<file path="config.mk">
export PLATFORM = sky130hd
export DESIGN_NAME = sgfm_left_normalizer
export DESIGN_NICKNAME = d
export VERILOG_FILES = /design/src/rtl/sgfm_left_normalizer_pkg.sv /design/src/rtl/lzc_param.sv /design/src/rtl/sgfm_left_normalizer.sv
export SDC_FILE = /design/constraint.sdc
export NUM_CORES = 1
export LEC_CHECK = 0
export BUFFER_PORTS_ARGS = -buffer_cell sky130_fd_sc_hd__buf_2
export CORE_MARGIN = 2
export CORE_UTILIZATION = 50
export DETAILED_ROUTE_END_ITERATION = 8
export PLACE_DENSITY_LB_ADDON = 0.05
export SYNTH_ARGS = -nofsm -noshare
export SYNTH_HDL_FRONTEND = slang
export SYNTH_HIERARCHICAL = 1
export SYNTH_SLANG_ARGS = --single-unit
</file>
<file path="constraint.sdc">
create_clock -name clk -period 4.32 [get_ports clk]
set_input_delay 0.432 -clock clk [delete_from_list [all_inputs] [get_ports clk]]
set_output_delay 0.432 -clock clk [all_outputs]
set_load 0.02 [all_outputs]
</file>
<file path="src/rtl/sgfm_left_normalizer_pkg.sv">
// Shared helpers for the left normalizer: width of a leading-zero count
// able to represent every value 0..w.
package sgfm_left_normalizer_pkg;

    function automatic int lzc_width(input int w);
        return $clog2(w + 1);
    endfunction

endpackage

</file>
<file path="src/rtl/lzc_param.sv">
// Combinational leading-zero counter; cnt equals W when vec is all zeros.
module lzc_param
    import sgfm_left_normalizer_pkg::*;
#(
    parameter int W = 26,
    localparam int CW = lzc_width(W)
) (
    input  logic [W-1:0]  vec,
    output logic [CW-1:0] cnt
);

    // Scan from the LSB up so the highest set bit is the one that sticks.
    always_comb begin
        cnt = CW'(W);
        for (int i = 0; i < W; i++) begin
            if (vec[i]) begin
                cnt = CW'(W - 1 - i);
            end
        end
    end

endmodule

</file>
<file path="src/rtl/sgfm_left_normalizer.sv">
// Two-stage left-shift normalizer: S1 registers the operand and its LZC,
// S2 registers the clamped shift, shifted significand and adjusted exponent.
module sgfm_left_normalizer
    import sgfm_left_normalizer_pkg::*;
#(
    parameter int W_Sgf = 23,
    parameter int W_Exp = 8
) (
    input  logic               clk,
    input  logic               rst,
    input  logic               in_valid,
    output logic               in_ready,
    input  logic [W_Sgf+2:0]   sgfm,
    input  logic [W_Exp-1:0]   exp,
    output logic               out_valid,
    input  logic               out_ready,
    output logic [W_Sgf+2:0]   sgfm_n,
    output logic [W_Exp-1:0]   exp_n,
    output logic [W_Exp-1:0]   nshift,
    output logic               zero,
    output logic               uflow
);

    localparam int W_S = W_Sgf + 3;
    localparam int LZW = lzc_width(W_S);

    logic               s1_valid_reg;
    logic [W_S-1:0]     s1_sgfm_reg;
    logic [W_Exp-1:0]   s1_exp_reg;
    logic [LZW-1:0]     s1_lz_reg;

    logic               s2_valid_reg;
    logic [W_S-1:0]     sgfm_n_reg;
    logic [W_Exp-1:0]   exp_n_reg;
    logic [W_Exp-1:0]   nshift_reg;
    logic               zero_reg;
    logic               uflow_reg;

    logic               s2_load;
    logic               s1_load;
    logic [LZW-1:0]     lz_in;

    logic [W_Exp-1:0]   lz_ext;
    logic               s1_zero;
    logic               lz_gt_exp;
    logic [W_Exp-1:0]   sh_next;
    logic [LZW:0][W_S-1:0] shift_stage;

    logic [W_S-1:0]     sgfm_n_next;
    logic [W_Exp-1:0]   exp_n_next;
    logic [W_Exp-1:0]   nshift_next;
    logic               zero_next;
    logic               uflow_next;

    assign s2_load  = !s2_valid_reg || out_ready;
    assign s1_load  = !s1_valid_reg || s2_load;
    assign in_ready = s1_load;

    lzc_param #(.W(W_S)) u_lzc (
        .vec (sgfm),
        .cnt (lz_in)
    );

    always_ff @(posedge clk) begin
        if (rst) begin
            s1_valid_reg <= 1'b0;
            s1_sgfm_reg  <= '0;
            s1_exp_reg   <= '0;
            s1_lz_reg    <= '0;
        end else if (s1_load) begin
            s1_valid_reg <= in_valid;
            if (in_valid) begin
                s1_sgfm_reg <= sgfm;
                s1_exp_reg  <= exp;
                s1_lz_reg   <= lz_in;
            end
        end
    end

    assign lz_ext    = W_Exp'(s1_lz_reg);
    assign s1_zero   = (s1_sgfm_reg == '0);
    assign lz_gt_exp = (lz_ext > s1_exp_reg);
    assign sh_next   = lz_gt_exp ? s1_exp_reg : lz_ext;

    // For nonzero operands sh <= lz < 2**LZW, so the low LZW bits fully
    // describe the shift; the zero case is forced to 0 below.
    assign shift_stage[0] = s1_sgfm_reg;
    generate
        for (genvar gi = 0; gi < LZW; gi++) begin : g_shift
            assign shift_stage[gi+1] = sh_next[gi] ? (shift_stage[gi] << (1 << gi))
                                                   : shift_stage[gi];
        end
    endgenerate

    always_comb begin
        sgfm_n_next = '0;
        exp_n_next  = '0;
        nshift_next = '0;
        zero_next   = 1'b1;
        uflow_next  = 1'b0;
        if (!s1_zero) begin
            sgfm_n_next = shift_stage[LZW];
            exp_n_next  = s1_exp_reg - sh_next;
            nshift_next = sh_next;
            zero_next   = 1'b0;
            uflow_next  = lz_gt_exp;
        end
    end

    // Data registers only move when a real word arrives, keeping outputs
    // stable under backpressure and across bubbles.
    always_ff @(posedge clk) begin
        if (rst) begin
            s2_valid_reg <= 1'b0;
            sgfm_n_reg   <= '0;
            exp_n_reg    <= '0;
            nshift_reg   <= '0;
            zero_reg     <= 1'b0;
            uflow_reg    <= 1'b0;
        end else if (s2_load) begin
            s2_valid_reg <= s1_valid_reg;
            if (s1_valid_reg) begin
                sgfm_n_reg <= sgfm_n_next;
                exp_n_reg  <= exp_n_next;
                nshift_reg <= nshift_next;
                zero_reg   <= zero_next;
                uflow_reg  <= uflow_next;
            end
        end
    end

    assign out_valid = s2_valid_reg;
    assign sgfm_n    = sgfm_n_reg;
    assign exp_n     = exp_n_reg;
    assign nshift    = nshift_reg;
    assign zero      = zero_reg;
    assign uflow     = uflow_reg;

endmodule

</file>
==> results of run 1 <==
==> cell usage in the layout, fill, tap and decap left out, drive strengths merged, types with 6 or more instances in the layout <==
cell | Yosys | layout
a211oi | 7 | 7
a21oi | 65 | 65
a22o | 6 | 6
a22oi | 23 | 23
buf | 6 | 94
clkbuf | 29 | 12
dfxtp | 85 | 85
ha | 8 | 8
inv | 17 | 17
mux2 | 14 | 14
mux2i | 50 | 50
nand2 | 121 | 121
nand3 | 10 | 10
nor2 | 62 | 62
nor2b | 8 | 8
nor3 | 9 | 9
nor4 | 14 | 14
o21ai | 18 | 18
==> kinds of logic after synthesis <==
family | after synthesis | synth area share (%)
muxes | 65 | 14.16
AOI/OAI and AO/OA | 161 | 22.08
and+or+nand+nor | 239 | 20.97
adders and majority gates | 9 | 2.278
DFF | 85 | 35.21
buffers and inverters | 52 | 4.219
xor gates and xnor gates | 6 | 1.087
==> metal layers <==
layer / routed length, um / vias up / track usage [%]
met3: 650 / 26 / 3.215
met2: 5873 / 152 / 40.38
li1: - / 2349 / -
met5: 0 / - / 0
met1: 6734 / 2197 / 39.01
met4: 341 / 0 / 10.56
==> cell type report <==
cell class                      count  area (um^2)
Clock buffer                       12        155.1
Clock inverter                      4        32.53
Fill cell                         936         3775
Inverter                           17        63.81
Multi-Input combinational cell    480         2940
Sequential cell                    85         1702
Tap cell                          129        161.4
Timing Repair Buffer               94        498.0
==> stage by stage <==
stage                     hold WS, ns  util [%]
final                          0.2966     59.53
after floorplan                0.4486         -
after CTS                      0.2869     59.53
after global placement         0.4358     57.52
after global routing           0.3030     59.53
after detailed placement       0.4406     57.52
==> final timing paths <==
check | end | slack (ns)
setup / recovery | exp_n[6]$_SDFFE_PP0P_ | 0.44
hold / removal | s1_valid_reg$_SDFFE_PP0N_ | 0.30
setup reg to reg | exp_n[6]$_SDFFE_PP0P_ | 0.44
hold reg to reg | sgfm_n[11]$_SDFFE_PP0P_ | 0.45
==> report_power, final <==
part | internal (uW) | leakage (uW) | total (uW) | switching [uW]
registers | 818 | 0.000693 | 853 | 35.1
clock network | 243 | 0.0000888 | 536 | 293
logic | 147 | 0.00164 | 385 | 238
total | 1210 | 0.00243 | 1770 | 566
==> critical path: cells and delay by family, from the launching register on <==
family,cells,cell delay (ns)
buffers and inverters,3,0.19
flip-flops,1,0.54
AND/OR/NAND/NOR,3,0.34
XOR/XNOR,1,0.06
AO/OA/AOI/OAI,5,1.14
multiplexers,2,0.43
adder cells (fa/ha/maj),4,1.05
==> reports/qor.csv, run 1 <==
stage,metric,value,unit
detailed_routing,drtIter0Drc,288,
final_layout,design_area,0.005553,mm^2
floorplanning,die_x,102.3,um
detailed_routing,routed_wl,13600,um
run,drv_cap,0,
sta,min_period_over_period,89.74,%
detailed_routing,wl_per_cell,16.56,um
detailed_routing,first_pass_iters,7,
placement,dp_cells,805,
setup_path,setup.worst_path.end_class,flip-flop,
synthesis,synth_warnings,6,
placement,port_buffers,83,
setup_path,max_stage_delay,0.54,ns
synthesis,synth.avg_cell_area,7.834,um^2
grt,grt_pass1_wl,21890,um
cts,cts.clk_slew.worst_paths,0.09,ns
placement,place_area,0.005365,mm^2
floorplanning,start_util,51.82,%
detailed_routing,num_vias,4724,
cts,clk_path_buf_depth,2,
synthesis,syn_nets,663,
cts,hold_buffers,0,
setup_path,slowest_stage,dfxtp_1,
synthesis,ys_seq_area_share,35.21,%
synthesis,synthCells,617,
placement,place_ws,0.4713,ns
power_and_ir_drop,total_power,1774,uW
sta,fin_crit,3.877,ns
placement,dp_hpwl,10190,um
synthesis,synth_edf_count,0,
cts,cts_root_buf,clkbuf_8,
floorplanning,core_area,0.009328,mm^2
final_layout,drive_gt1_share,19.08,%
floorplanning,die_y,102.3,um
sta,max_slew_margin,17.39,%
sta,rsz0062_at_grt,no,
power_and_ir_drop,p_leak,0.002425,uW
synthesis,ys_ff_latch,85,
sta,setup_viol,0,
setup_path,path_common_cell,ha_1,
synthesis,yosysMostFrequentCell,nand2_1,
placement,place.gp.congestion,0.8802,
floorplanning,io_pins,84,
setup_path,startpoint_type,flip-flop,
grt,grt_pass1_vias,4196,
grt,overflow,0,
setup_path,cp.arrival,4.14,ns
sta,worst_slew_pin_slew,1.239,ns
sta,max_freq,258.0,MHz
sta,setup-tns-final,0,ns
power_and_ir_drop,peakVddDrop,0.1977,mV
grt,grt_max_degree,68,
sta,setup_ws,0.4434,ns
cts,cts_buffers,9,
sta,finalMaxSlewViolations,0,
cts,htreeDepth,3,
status,outcome,"finished, final reports clean",
hold_path,hold_path_depth,3,
cts,clock_sinks,85,
setup_path,startpoint,s1_exp_reg[4]$_SDFFE_PP0P_,
setup_path,r2r-start,s1_exp_reg[4]$_SDFFE_PP0P_,
sta,hold_viol,0,
power_and_ir_drop,power.density,319.5,mW/mm^2
cts,clk_latency,0.37,ns
floorplanning,die_area,0.01047,mm^2
synthesis,synth.area.top_cells,"dfxtp_1, mux2i_1, nand2_1, a21oi_1, nor2_1",
detailed_routing,vias_per_cell,5.754,
setup_path,crit_chain,inv_1 -> ha_1 -> nand3_1 -> o21bai_1 -> a31oi_4 -> mux2i_2 -> inv_2 -> ha_1 -> inv_1 -> ha_1 -> nor3_1 -> nor2_1 -> maj3_1 -> mux2_2 -> a211oi_1 -> a31o_2 -> xor2_1 -> a22o_1,
floorplanning,core.rowCount,35,
grt,grt.total_usage,26.80,%
synthesis,synthTopCellsByCount,"nand2_1, dfxtp_1, a21oi_1",
setup_path,cp.required,4.58,ns
sta,skew,0.01656,ns
synthesis,async_flop_share,0,%
setup_path,reg2regPathDepth,18,
final_layout,nets,733,
detailed_routing,antenna_left,0,
final_layout,instances_no_fill,821,
synthesis,yosys.area.top_type,dfxtp_1,
synthesis,synth_flop_cell,dfxtp_1,
setup_path,path_class,reg2reg,
synthesis,ys_types,56,
grt,antenna_found_initial,0,
final_layout,area_growth_syn_to_layout,14.88,%
synthesis,synth_area,0.004833,mm^2
cts,tritoncts,yes,
setup_path,crit_fanout,10,
cts,cts_resized,0,
cts,cts_setup_buffers,0,
hold_path,worstHoldStart,in_valid,
final_layout,antennaDiodeCount,0,
synthesis,synth_top_area_share,35.21,%
hold_path,hold_path.class,in2reg,
detailed_routing,route.detailed.drc,0,
No activity file was read; power rests on OpenSTA's default activity.
==> run 2, diff against run 1 <==
Settings changed: SYNTH_HIERARCHICAL 1 to default.
==> reports/qor.csv, run 2 <==
stage,metric,value,unit,change
grt,antenna_found_initial,0,,unchanged
synthesis,synth_warnings,0,,-6
setup_path,r2r-end,exp_n[7]$_SDFFE_PP0P_,,
floorplanning,core.rowCount,36,,+2.9%
power_and_ir_drop,power.density,327.4,mW/mm^2,+2.5%
final_layout,nets,759,,+3.5%
detailed_routing,wl_per_cell,17.35,um,+4.8%
sta,setup-tns-final,0,ns,unchanged
synthesis,synth_flop_cell,dfxtp_1,,
power_and_ir_drop,peakVddDrop,0.1304,mV,-34%
synthesis,synth_xor_xnor_area_share,0.8693,%,-0.22 points
final_layout,drive_gt1_share,20.42,%,+1.3 points
cts,tritoncts,yes,,
final_layout,finish.utilization,59.09,%,-0.44 points
grt,grt.total_usage,27.32,%,+0.52 points
sta,setup_viol,0,,unchanged
floorplanning,core_area,0.009774,mm^2,+4.8%
synthesis,synthTopCellsByCount,"nand2_1, dfxtp_1, a21oi_1",,
cts,clock_sinks,85,,unchanged
synthesis,yosys.area.top_type,dfxtp_1,,
sta,worst_slew_pin_slew,0.9572,ns,-0.2819 ns
setup_path,r2r_slack,0.66,ns,+0.21 ns
final_layout,antennaDiodeCount,0,,unchanged
synthesis,ys_types,62,,+11%
grt,use_met1,39.55,%,+0.54 points
cts,clk_path_buf_depth,2,,unchanged
final_layout,final_common_cell,nand2_1,,
cts,cts_buffers,9,,unchanged
synthesis,synth_top_area_share,33.78,%,-1.4 points
floorplanning,io_pins,84,,unchanged
synthesis,synth_area,0.005037,mm^2,+4.2%
cts,clk_latency,0.36,ns,about the same
cts,hold_buffers,0,,unchanged
setup_path,slowest_stage,mux2_2,,
setup_path,max_stage_delay,0.51,ns,-0.03 ns
synthesis,synth-compound-area-share,25.51,%,+3.4 points
grt,grtUsageMet3,3.258,%,+0.043 points
placement,place_area,0.005565,mm^2,+3.7%
grt,grt_pass1_wl,24260,um,+11%
sta,skew,0.008042,ns,-0.008517 ns
run,drv_cap,0,,unchanged
floorplanning,die_x,104.4,um,+2.0%
sta,fin_crit,3.664,ns,-0.2124 ns
synthesis,synthMuxAreaShare,10.03,%,-4.1 points
setup_path,setup.worst_path.end_class,flip-flop,,
setup_path,path_class,reg2reg,,
status,outcome,"finished, final reports clean",,
detailed_routing,first_pass_iters,5,,-2
setup_path,worst-path-buf-inv,2,,-1
detailed_routing,route.detailed.drc,0,,unchanged
setup_path,crit_path_end,exp_n[7]$_SDFFE_PP0P_,,
placement,port_buffers,83,,unchanged
detailed_routing,drtIter0Drc,481,,+67%
detailed_routing,vias_per_cell,6.055,,+5.2%
setup_path,crit_chain,inv_1 -> ha_1 -> nand2b_1 -> a211o_4 -> a21oi_4 -> mux2_2 -> inv_1 -> ha_1 -> a21boi_0 -> o21ai_0 -> nor4b_1 -> xor2_1 -> a22oi_1 -> nor2_1,,
sta,rsz0062_at_grt,no,,
sta,max_slew_margin,35.95,%,+19 points
synthesis,synth_edf_count,0,,unchanged
synthesis,synth_top_family_by_area,compound AO/OA/AOI/OAI gates,,
sta,hold_viol,0,,unchanged
placement,dp_hpwl,11000,um,+8.0%
setup_path,cp.arrival,3.91,ns,-0.23 ns
setup_path,startpoint_type,flip-flop,,
setup_path,startpoint,s1_exp_reg[1]$_SDFFE_PP0P_,,
final_layout,mostFrequentLayoutCells,"nand2_1, dfxtp_1, buf_2, a21oi_1, nor2_1",,
setup_path,cp.required,4.57,ns,about the same
sta,max_freq,272.9,MHz,+5.8%
detailed_routing,num_vias,5135,,+8.7%
synthesis,synthCells,639,,+3.6%
cts,cts_resized,0,,unchanged
final_layout,area_growth_syn_to_layout,14.65,%,
synthesis,synthSimpleGateAreaFrac,21.96,%,+0.99 points
synthesis,synth.avg_cell_area,7.883,um^2,+0.63%
grt,top_usage_layer,met2,,
synthesis,ys_ff_latch,85,,unchanged
synthesis,async_flop_share,0,%,unchanged
synthesis,synth-adder-area-share,2.881,%,+0.60 points
hold_path,hold_path.class,in2reg,,
setup_path,reg2regPathDepth,14,,-4
cts,cts_setup_buffers,0,,unchanged
final_layout,instances_no_fill,848,,+3.3%
grt,overflow,0,,unchanged
placement,dp_cells,832,,+3.4%
grt,grt_pass1_vias,4654,,+11%
cts,cts_root_buf,clkbuf_8,,
floorplanning,die_y,104.4,um,+2.0%
final_layout,num-fill-cells,935,,-0.11%
cts,cts.clk_slew.worst_paths,0.08,ns,about the same
power_and_ir_drop,p_leak,0.002353,uW,-3.0%
power_and_ir_drop,total_power,1891,uW,+6.6%
synthesis,syn_nets,688,,+3.8%
final_layout,design_area,0.005776,mm^2,+4.0%
setup_path,crit_cells,14,,-4
setup_path,r2r-start,s1_exp_reg[1]$_SDFFE_PP0P_,,
floorplanning,die_area,0.01089,mm^2,+4.0%
grt,use_met2,40.43,%,+0.045 points
placement,place.gp.congestion,0.9177,,+4.3%
setup_path,crit_family,compound AO/OA/AOI/OAI gates,,
setup_path,crit_fanout,14,,+4
synthesis,synth.area.top_cells,"dfxtp_1, nand2_1, a21oi_1, mux4_2, nor2_1",,
grt,grt_max_degree,39,,-43%
cts,htreeDepth,3,,unchanged
detailed_routing,routed_wl,14710,um,+8.2%
sta,finalMaxSlewViolations,0,,unchanged
detailed_routing,antenna_left,0,,unchanged
sta,min_period_over_period,84.82,%,-4.9 points
synthesis,ys_seq_area_share,33.78,%,-1.4 points
floorplanning,start_util,51.54,%,-0.28 points
synthesis,yosysMostFrequentCell,nand2_1,,
run 2: cell count changes after synthesis, sizes merged, moves of 7 or more:
cell,before,now
mux2i,50,10
mux4,1,14
nand2,121,110
nor3,9,20
a21oi,65,75
inv,17,27
nand3,10,17
run 2: worst min-delay path by stage:
stage	endpoint	from	depth (start not counted)	slack, ns
finish	s1_exp_reg[0]$_SDFFE_PP0P_	exp[0]	3	0.29
global route	s1_exp_reg[7]$_SDFFE_PP0P_	exp[7]	3	0.31
CTS	s1_exp_reg[6]$_SDFFE_PP0P_	exp[6]	3	0.29
detailed placement	sgfm_n[15]$_SDFFE_PP0P_	sgfm_n[15]$_SDFFE_PP0P_	2	0.45
global placement	sgfm_n[15]$_SDFFE_PP0P_	sgfm_n[15]$_SDFFE_PP0P_	2	0.43
floorplan	s1_lz_reg[0]$_SDFFE_PP0P_	s1_lz_reg[0]$_SDFFE_PP0P_	2	0.45
run 2: final cells by class:
cell class / count / area (um^2) / share of cell area, %
tap: 133 / 166.4 / 2.881
inverter: 27 / 101.3 / 1.755
sequential: 85 / 1702 / 29.46
timing repair buffer: 94 / 498.0 / 8.622
clock buffer: 12 / 165.2 / 2.860
clock inverter: 4 / 45.04 / 0.7799
multi-input combinational: 493 / 3098 / 53.64
run 2: per-layer routing:
layer | share of wire, % | vias to the layer above
met3 | 7.2 | 35
met2 | 43 | 249
met1 | 47 | 2374
met5 | 0 | -
met4 | 3.1 | 0
li1 | - | 2477
run 2: stage by stage:
stage | hold slack, ns | worst slack, ns
global placement | 0.4347 | 0.8542
CTS | 0.2866 | 0.6967
global route | 0.3072 | 0.2541
detailed placement | 0.4457 | 0.7423
finish | 0.2937 | 0.6558
floorplan | 0.4487 | 0.7140
run 2: cells by family after synthesis:
| group | count (synthesis) |
|---|---|
| AND/OR/NAND/NOR | 252 |
| flip-flops | 85 |
| adder cells (fa/ha/maj) | 11 |
| XOR/XNOR | 5 |
| multiplexers | 32 |
| AO/OA/AOI/OAI | 193 |
| buffers and inverters | 61 |
run 2: worst reg2reg max path, cell delays in order, from the launching register on:
cell      delay (ns)
dfxtp_1         0.47
inv_1           0.07
ha_1            0.30
nand2b_1        0.10
a211o_4         0.40
a21oi_4         0.24
mux2_2          0.51
inv_1           0.12
ha_1            0.25
a21boi_0        0.15
o21ai_0         0.25
nor4b_1         0.35
xor2_1          0.11
a22oi_1         0.18
nor2_1          0.05
run 2: power by group:
group	total [uW]	internal (uW)	leakage (uW)	switching, uW
Combinational	438	171	0.00155	268
Sequential	862	821	0.000694	41.5
Clock	591	312	0.000112	279
Total	1890	1300	0.00235	588
==> run 3, diff against run 2 <==
Settings changed: ABC_AREA from default to 1.
Clock period 4.32 ns to 3.8 ns, I/O delays scaled along.
==> reports/qor.csv, run 3 <==
stage,metric,value,unit,change
detailed_routing,first_pass_iters,5,,unchanged
cts,cts_resized,0,,unchanged
final_layout,area_growth_syn_to_layout,13.35,%,
sta,whs,0.2944,ns,+0.0006590 ns
placement,dp_cells,905,,+8.8%
final_layout,num-fill-cells,989,,+5.8%
setup_path,cp.required,4.10,ns,-0.47 ns
sta,skew,0.01124,ns,+0.003198 ns
grt,overflow,0,,unchanged
detailed_routing,drtIter0Drc,220,,-54%
final_layout,instances_no_fill,921,,+8.6%
floorplanning,io_pins,84,,unchanged
detailed_routing,wl_per_cell,13.36,um,-23%
setup_path,path_class,reg2reg,,
sta,max_slew_margin,36.19,%,+0.24 points
power_and_ir_drop,power.density,403.5,mW/mm^2,+23%
power_and_ir_drop,p_leak,0.002427,uW,+3.1%
cts,clk_latency,0.36,ns,about the same
final_layout,multi_input_area,0.002589,mm^2,-16%
final_layout,finish.utilization,58.48,%,-0.61 points
setup_path,setup.worst_path.end_class,flip-flop,,
synthesis,ys_types,40,,-35%
cts,clock_sinks,85,,unchanged
placement,place.gp.congestion,0.9469,,+3.2%
cts,clk_path_buf_depth,2,,unchanged
cts,cts_buffers,9,,unchanged
sta,min_period_over_period,85.24,%,+0.42 points
cts,cts.clk_slew.worst_paths,0.09,ns,about the same
sta,hold_viol,0,,unchanged
final_layout,final_common_cell,nand2_1,,
setup_path,slowest_stage,dfxtp_1,,
synthesis,synth_flop_cell,dfxtp_1,,
cts,tritoncts,yes,,
placement,port_buffers,83,,unchanged
setup_path,crit_family,compound AO/OA/AOI/OAI gates,,
setup_path,startpoint_type,flip-flop,,
grt,antenna_found_initial,0,,unchanged
hold_path,hold_path.class,in2reg,,
final_layout,drive_gt1_share,16.04,%,-4.4 points
grt,grt.total_usage,24.14,%,-3.2 points
power_and_ir_drop,total_power,2191,uW,+16%
floorplanning,die_x,101.9,um,-2.4%
setup_path,crit_fanout,7,,-7
synthesis,async_flop_share,0,%,unchanged
sta,setup-tns-final,0,ns,unchanged
placement,dp_hpwl,9348,um,-15%
floorplanning,die_y,101.9,um,-2.4%
status,outcome,"finished, final reports clean",,
synthesis,syn_nets,775,,+13%
final_layout,antennaDiodeCount,0,,unchanged
synthesis,synth_warnings,0,,unchanged
detailed_routing,vias_per_cell,5.289,,-13%
run,drv_cap,0,,unchanged
floorplanning,core_area,0.009284,mm^2,-5.0%
sta,worst_slew_pin_slew,0.9561,ns,-0.001114 ns
synthesis,yosysMostFrequentCell,nand2_1,,
sta,max_freq,308.7,MHz,+13%
cts,hold_buffers,0,,unchanged
setup_path,max_stage_delay,0.38,ns,-0.13 ns
power_and_ir_drop,peakVddDrop,0.2116,mV,+62%
floorplanning,die_area,0.01038,mm^2,-4.7%
sta,setup_viol,0,,unchanged
cts,htreeDepth,3,,unchanged
synthesis,synth_area,0.004790,mm^2,-4.9%
detailed_routing,route.detailed.drc,0,,unchanged
cts,cts_setup_buffers,0,,unchanged
detailed_routing,num_vias,4871,,-5.1%
setup_path,worst-path-buf-inv,3,,+1
sta,fin_crit,3.239,ns,-0.4250 ns
setup_path,cp.arrival,3.54,ns,-0.37 ns
setup_path,crit_chain,inv_1 -> ha_1 -> nand2_1 -> o21ai_1 -> nor2_1 -> o21ai_2 -> nand2_4 -> inv_1 -> or2_1 -> o21ai_2 -> ha_1 -> nand2_1 -> nor2_1 -> a211oi_1 -> nor2_1 -> o21ai_0 -> nand2_1 -> inv_1 -> nand3_1 -> a21oi_1 -> o21ai_0 -> a21oi_1,,
synthesis,ys_seq_area_share,35.53,%,+1.7 points
grt,grt_pass1_wl,20140,um,-17%
floorplanning,start_util,51.59,%,+0.054 points
final_layout,nets,836,,+10%
detailed_routing,antenna_left,0,,unchanged
final_layout,mostFrequentLayoutCells,"nand2_1, a21oi_1, dfxtp_1, buf_2, inv_1",,
synthesis,yosys.area.top_type,dfxtp_1,,
synthesis,ys_ff_latch,85,,unchanged
synthesis,synthTopCellsByCount,"nand2_1, a21oi_1, dfxtp_1",,
sta,finalMaxSlewViolations,0,,unchanged
grt,grt_max_degree,48,,+23%
cts,cts_root_buf,clkbuf_8,,
synthesis,synth.avg_cell_area,6.597,um^2,-16%
synthesis,synth.area.top_cells,"dfxtp_1, nand2_1, a21oi_1, o21ai_0, inv_1",,
sta,rsz0062_at_grt,no,,
grt,grt_pass1_vias,4258,,-8.5%
floorplanning,core.rowCount,35,,-2.8%
synthesis,synth_edf_count,0,,unchanged
final_layout,register_area,0.001702,mm^2,unchanged
detailed_routing,routed_wl,12310,um,-16%
synthesis,synth_top_area_share,35.53,%,+1.7 points
synthesis,synthCells,726,,+14%
run 3: cell types whose count changed after synthesis, moves of 10 or more:
cell / before / now
a21oi_1: 73 / 87
a22oi_1: 21 / 1
inv_1: 24 / 75
mux2i_1: 10 / 0
mux4_2: 14 / 0
nand2_1: 110 / 188
nand3_1: 17 / 28
nor2_1: 63 / 31
nor3_1: 20 / 4
o211ai_1: 5 / 16
o21ai_0: 21 / 67
o21ai_1: 3 / 30
or2_1: 0 / 10
run 3: report_power, final:
part / switching (uW) / internal, uW
Clock: 349 / 266
Sequential: 36.7 / 949
Combinational: 390 / 200
run 3: kinds of logic after synthesis:
kind of cell | count (synthesis) | synth area share [%]
AOI/OAI and AO/OA | 222 | 25.63
adders and majority gates | 11 | 3.030
xor gates and xnor gates | 2 | 0.3658
DFF | 85 | 35.53
buffers and inverters | 122 | 10.48
and+or+nand+nor | 284 | 24.97
run 3: per-layer routing:
layer	wire length, um	part of all wire, %	global-route usage, %	vias to the layer above
met3	568	4.6	4.241	11
met4	140	1.1	5.538	0
li1	-	-	-	2541
met1	6111	50	34.17	2200
met5	0	0	0	-
met2	5485	45	38.61	119
run 3: through the flow:
stage / setup WS [ns] / area (um^2)
5_1_grt: 0.2627 / 5429
4_1_cts: 0.5953 / 5429
3_3_place_gp: 0.7660 / 5239
2_1_floorplan: 0.4986 / 4790
3_5_place_dp: 0.6119 / 5239
6_report: 0.5608 / 5429
run 3: final timing paths:
path,start,cells past startpoint,to,slack (ns)
setup / recovery,s1_exp_reg[2]$_SDFFE_PP0P_,22,exp_n[7]$_SDFFE_PP0P_,0.56
hold / removal,exp[7],3,s1_exp_reg[7]$_SDFFE_PP0P_,0.29
setup reg to reg,s1_exp_reg[2]$_SDFFE_PP0P_,22,exp_n[7]$_SDFFE_PP0P_,0.56
hold reg to reg,nshift[6]$_SDFFE_PP0P_,2,nshift[6]$_SDFFE_PP0P_,0.44
run 3: final cells by class:
class                   count  area share (%)
clock buffers              10           2.535
clock inverters             6          0.9680
inverters                  79           5.462
multi-input cells         519           47.68
flip-flops and latches     85           31.34
well taps                 129           2.973
repair buffers             93           9.034
run 3: worst reg2reg max path, cell delays in order, from the launching register on:
cell and delay (ns):
dfxtp_1 0.38, inv_1 0.08, ha_1 0.30, nand2_1 0.07
o21ai_1 0.11, nor2_1 0.06, o21ai_2 0.16, nand2_4 0.11
inv_1 0.14, or2_1 0.13, o21ai_2 0.06, ha_1 0.33
nand2_1 0.09, nor2_1 0.04, a211oi_1 0.26, nor2_1 0.09
o21ai_0 0.16, nand2_1 0.06, inv_1 0.09, nand3_1 0.09
a21oi_1 0.15, o21ai_0 0.10, a21oi_1 0.12
